### src/rtl/trigger_network_monitor.sv
// Network-level supervisor for a group of per-actor trigger FSMs: launches them,
// broadcasts settled sleep/sync/waited flags, and reports network completion.
module trigger_network_monitor #(
  parameter int NUM_ACTORS    = 4,
  parameter int SETTLE_CYCLES = 2
) (
  input  logic                  ap_clk,
  input  logic                  ap_rst,
  input  logic                  ap_start,
  output logic                  ap_done,
  output logic                  ap_ready,
  output logic                  ap_idle,
  output logic [NUM_ACTORS-1:0] trig_start,
  input  logic [NUM_ACTORS-1:0] trig_done,
  input  logic [NUM_ACTORS-1:0] trig_idle,
  input  logic [NUM_ACTORS-1:0] trig_sleep,
  input  logic [NUM_ACTORS-1:0] trig_sync_sleep,
  input  logic [NUM_ACTORS-1:0] trig_waited,
  output logic                  all_sleep,
  output logic                  all_sync_sleep,
  output logic                  all_waited,
  output logic [15:0]           round_count,
  output logic [1:0]            state_dbg
);

  typedef enum logic [1:0] {
    S_IDLE = 2'd0,
    S_RUN  = 2'd1,
    S_DONE = 2'd2
  } state_t;

  localparam logic [3:0]            SETTLE   = 4'(SETTLE_CYCLES);
  localparam logic [NUM_ACTORS-1:0] ALL_ONES = {NUM_ACTORS{1'b1}};

  state_t                  state;
  state_t                  state_nxt;
  logic [NUM_ACTORS-1:0]   start_pending;
  logic [NUM_ACTORS-1:0]   done_flag;
  logic [3:0]              sleep_cnt;
  logic [3:0]              sync_cnt;
  logic                    sync_prev;
  logic                    accept;

  always_comb begin
    state_nxt = state;
    ap_done   = 1'b0;
    ap_idle   = 1'b0;
    accept    = 1'b0;
    case (state)
      S_IDLE: begin
        ap_idle = 1'b1;
        if (ap_start) begin
          accept    = 1'b1;
          state_nxt = S_RUN;
        end
      end
      S_RUN: begin
        if ((start_pending == '0) && (done_flag == ALL_ONES)) state_nxt = S_DONE;
      end
      S_DONE: begin
        ap_done   = 1'b1;
        state_nxt = S_IDLE;
      end
      default: state_nxt = S_IDLE;
    endcase
  end

  assign ap_ready       = ap_done;
  assign trig_start     = start_pending;
  assign all_sleep      = (sleep_cnt == SETTLE);
  assign all_sync_sleep = (sync_cnt == SETTLE);
  assign state_dbg      = state;

  always_ff @(posedge ap_clk) begin
    if (ap_rst) begin
      state         <= S_IDLE;
      start_pending <= '0;
      done_flag     <= '0;
      sleep_cnt     <= '0;
      sync_cnt      <= '0;
      sync_prev     <= 1'b0;
      all_waited    <= 1'b0;
      round_count   <= '0;
    end else begin
      state <= state_nxt;

      // A bit stays pending until its trigger is seen leaving idle.
      if (accept) start_pending <= ALL_ONES;
      else        start_pending <= start_pending & trig_idle;

      // Using the current pending value makes a same-edge clear win over done.
      if (accept)               done_flag <= '0;
      else if (state == S_RUN)  done_flag <= done_flag | (trig_done & ~start_pending);

      if ((state == S_RUN) && (&trig_sleep)) begin
        if (sleep_cnt != SETTLE) sleep_cnt <= sleep_cnt + 4'd1;
      end else begin
        sleep_cnt <= '0;
      end

      if ((state == S_RUN) && (&trig_sync_sleep)) begin
        if (sync_cnt != SETTLE) sync_cnt <= sync_cnt + 4'd1;
      end else begin
        sync_cnt <= '0;
      end

      all_waited <= (state == S_RUN) && (&trig_waited);
      sync_prev  <= all_sync_sleep;

      if (accept) round_count <= '0;
      else if (all_sync_sleep && !sync_prev && (round_count != 16'hFFFF))
        round_count <= round_count + 16'd1;
    end
  end

endmodule

### config.mk
export PLATFORM = sky130hd
export DESIGN_NAME = trigger_network_monitor
export DESIGN_NICKNAME = d
export VERILOG_FILES = /design/src/rtl/trigger_network_monitor.sv
export SDC_FILE = /design/constraint.sdc
export NUM_CORES = 1
export LEC_CHECK = 0
export ABC_AREA = 0
export BUFFER_PORTS_ARGS = -buffer_cell sky130_fd_sc_hd__buf_2
export CORE_MARGIN = 2
export CORE_UTILIZATION = 45
export DETAILED_ROUTE_END_ITERATION = 16
export PLACE_DENSITY = 0.78
export SLEW_MARGIN = 25
export SYNTH_ARGS = -nofsm -noshare
export SYNTH_HDL_FRONTEND = slang
export SYNTH_SLANG_ARGS = --single-unit
### constraint.sdc
create_clock -name ap_clk -period 1.8 [get_ports ap_clk]
set_input_delay 0.27 -clock ap_clk [delete_from_list [all_inputs] [get_ports ap_clk]]
set_output_delay 0.27 -clock ap_clk [all_outputs]
set_load 0.02 [all_outputs]
==> results.md <==
- Result of the run: complete, no violations
- Maximum number of pins on one net before global-route repair: 20
- Family with the most delay on the worst path: simple AND/OR/NAND/NOR gates
- CP arrival: 1.98 ns
- Total of fill cells in the finished design: 311
- Overall die width: 64.54 um
- Iter 0 DRT Violations: 113
- Average cell area after synthesis: 8.679 sq um
- Final Setup Violations: 0
- Starting density of the core: 0.4828
- Gpl congestion: 0.7927
- Count of buffers inserted at the top-level ports: 50
- H-tree depth reported by CTS: 2
- CP Cell Sequence: ha_2, nand4_1, or4_1, nand4_1, mux2i_1
- Antenna diode instance count: 0
- Actual transition at the worst max-transition pin: 0.3918 ns
- Yosys top cell by area: dfxtp_1
- Top post-synthesis cells by area: dfxtp_1 44%, nor2_1 5.2%, a21oi_1 5.2%
- DRC violations left: 0
- Proportion of layout cells with a drive suffix above 1: 0.3483
- Clock tree sinks: 36
- Number of global-route vias before repair: 1,600
- Top-level I/O count: 51
- Total overflow reported by the global router: 0
- Flip-flop and latch count after synthesis: 36
- Category of the worst setup path capture point: register
- Gate count of the mapped netlist: 190
- Required time worst endpoint: 2.07 ns
- DRT Wirelength: 4094 um
- Biggest cell delay along the critical path: 0.51 ns
- CTS root buffer: clkbuf_4
- Syn_nets: 218
- Worst setup SP type: register
- Critical Path Slowest Stage Cell: or4_1
- Buf/Inv on CP: 0
- Crit path kind: register to register
- Number of placed instances, taps included: 298
- Core Area: 0.003416 sq mm
- Final Critical Period: 1.705 ns
- Global-route wire length before repair: 7072 um
- Final hold vios: 0
- Maximum clock rate: 586.4 MHz
- Setup clock skew after layout: 0.004935 ns
- Max-slew headroom at the worst pin: 0.7388
- Vias post-DR: 1,723
- Post-CTS Hold Fix Bufs: 0
- Combined flip-flop and latch cell area: 723.2 sq um
- Multi-input combinational cell area: 918.4 sq um
- Final Non-Filler Cells: 313
- Proportion of netlist area held by the largest area contributor: 0.4370
- Per-cell via count in the routed design: 5.505
- Maximum VDD drop: 0.5080 mV
- Net count reported at finish: 294
- Die outline area: 0.004165 sq mm
- Post-DR wirelength/cell: 13.08 um
- Cell area after synthesis: 0.001649 sq mm
- Placed wire-length estimate: 2958 um
- Worst min-delay path class: primary input to register
- GRT Total Usage: 0.2143
- CTS Buffer Depth: 2
- Synthesis warning total: 0
- Initial antenna violation count: 0
- Number of distinct standard cells referenced by the synthesized netlist: 37
- Post-route ant nets: 0
- Leading cell types by count after synthesis: 36 x dfxtp_1, 23 x nor2_1, 17 x a21oi_1
- Portion of the post-synthesis area used by sequential elements: 0.4370
- Clock Latency Late Sink: 0.34 ns
- Total iterations of the first detailed-routing run: 4
- Fraction of synthesis flops using an asynchronous set or reset pin: 0
- Number of slew-limit violations in the final report: 0
- Total of max-cap violations: 0
- Cell with the most instances after synthesis: dfxtp_1
- Critical path fanouts, max: 5
- Number of cell rows: 21
- Top flip-flop cell by instance count after synthesis: dfxtp_1
- CTS tree: yes
- Synthesis-to-layout area growth: 35.13%
- Worst hold slack: 0.1532 ns
- Final period utilization: 0.9473
- Clock-pin slew of the registers on the worst-case setup and hold paths: 0.11 ns
- Power per Cell Area: 664.9 mW/mm^2
- Chip Height: 64.54 um
- Post-synth EDFFs: 0
- Inserted Clock Buffers: 5
- Most frequent cell on the critical path: nand4_1
- P_leak: 0.9157 nW
==> metal layers <==
| layer | wire length, um | up-vias | share of wire | global-route usage |
|---|---|---|---|---|
| met5 | 0 | - | 0 | 0 |
| met2 | 1991 | 57 | 0.49 | 0.3698 |
| met4 | 52 | 0 | 0.013 | 0.07447 |
| li1 | - | 865 | - | - |
| met1 | 1800 | 795 | 0.44 | 0.2565 |
| met3 | 250 | 6 | 0.061 | 0.05729 |
==> cell families (layout without fill, tap and decap cells) <==
| logic type | after synthesis | in the layout | synth area share |
|---|---|---|---|
| fa+ha+maj | 5 | 5 | 0.03794 |
| simple gates | 91 | 91 | 0.3103 |
| xor+xnor | 6 | 6 | 0.03187 |
| buf+inv | 12 | 89 | 0.03111 |
| flops | 36 | 36 | 0.4370 |
| mux | 1 | 1 | 0.006070 |
| compound gates | 39 | 39 | 0.1457 |
==> per-stage QoR <==
| stage | setup WS, ns | TNS (ns) | util | instance area, sq um | power, W |
|---|---|---|---|---|---|
| floorplan | 0.04785 | 0 | - | 1649 | 0.0008927 |
| global placement | -0.01284 | -0.02579 | 0.6018 | 2056 | 0.0009365 |
| detailed placement | -0.1480 | -0.5503 | 0.6018 | 2056 | 0.0009387 |
| CTS | 0.006383 | 0 | 0.6385 | 2181 | 0.001488 |
| global route | -0.01611 | -0.02009 | 0.6524 | 2228 | 0.001545 |
| finish | 0.09480 | 0 | 0.6524 | 2228 | 0.001482 |
==> worst reg2reg max path, delay by kind of cell (launching register included) <==
family	cells	cell delay, ns
fa+ha+maj	1	0.27
mux	1	0.17
simple gates	3	0.79
flops	1	0.41
==> layout by cell type, fill, tap and decap left out, types with 2 or more instances in the layout <==
cell      synthesis  routed
nand4_1           8       8
and4_1            3       3
nor4_1            4       4
or3_1             4       4
or4_1             7       7
a21oi_1          17      17
nor2b_1           2       2
a211oi_1          2       2
clkbuf_4          0       5
nand3_1           8       8
nor2_1           23      22
buf_4             1      23
ha_1              5       3
and3_1            2       2
inv_1             8       7
nor3_1           11      10
xnor2_1           4       4
xor2_1            2       2
dfxtp_2           0       2
dfxtp_1          36      34
nand2_1           9       9
buf_2             2      50
nor3b_1           2       2
a31oi_1           5       5
and2_1            2       2
o31ai_1           7       6
o21ai_0           4       4
==> flip-flops by register name, indices dropped and copies added (netlist names) <==
register	count
sync_cnt	4
all_waited	1
sync_prev	1
state_dbg	2
trig_start	4
done_flag	4
round_count	16
sleep_cnt	4
==> final timing paths <==
path                  startpoint  slack [ns]         endpoint  cells past startpoint
setup reg to reg  round_count[0]        0.09  round_count[13]                      5
setup / recovery  round_count[0]        0.09  round_count[13]                      5
hold reg to reg     done_flag[1]        0.48     done_flag[1]                      2
hold / removal      trig_idle[2]        0.15    trig_start[2]                      3
==> repair_timing <==
| item | 4_1_cts | 5_1_grt |
|---|---|---|
| endpoints found under the setup margin | 7 | 9 |
| pin swaps | 7 | 4 |
| resized for setup | 2 | 9 |
| setup buffers | 6 | 1 |
==> final cells by class <==
type | count | area share
Clock buffer | 6 | 0.01853
Clock inverter | 2 | 0.01572
Inverter | 8 | 0.01348
Multi-Input combinational cell | 142 | 0.4121
Sequential cell | 36 | 0.3245
Tap cell | 46 | 0.02583
Timing Repair Buffer | 73 | 0.1898
==> report_power, final <==
| part | switching (W) | internal, W |
|---|---|---|
| registers | 0.0000116 | 0.000809 |
| clock network | 0.000269 | 0.000291 |
| logic | 0.0000571 | 0.0000438 |
| total | 0.000338 | 0.00114 |
(Power assumes the default switching activity.)
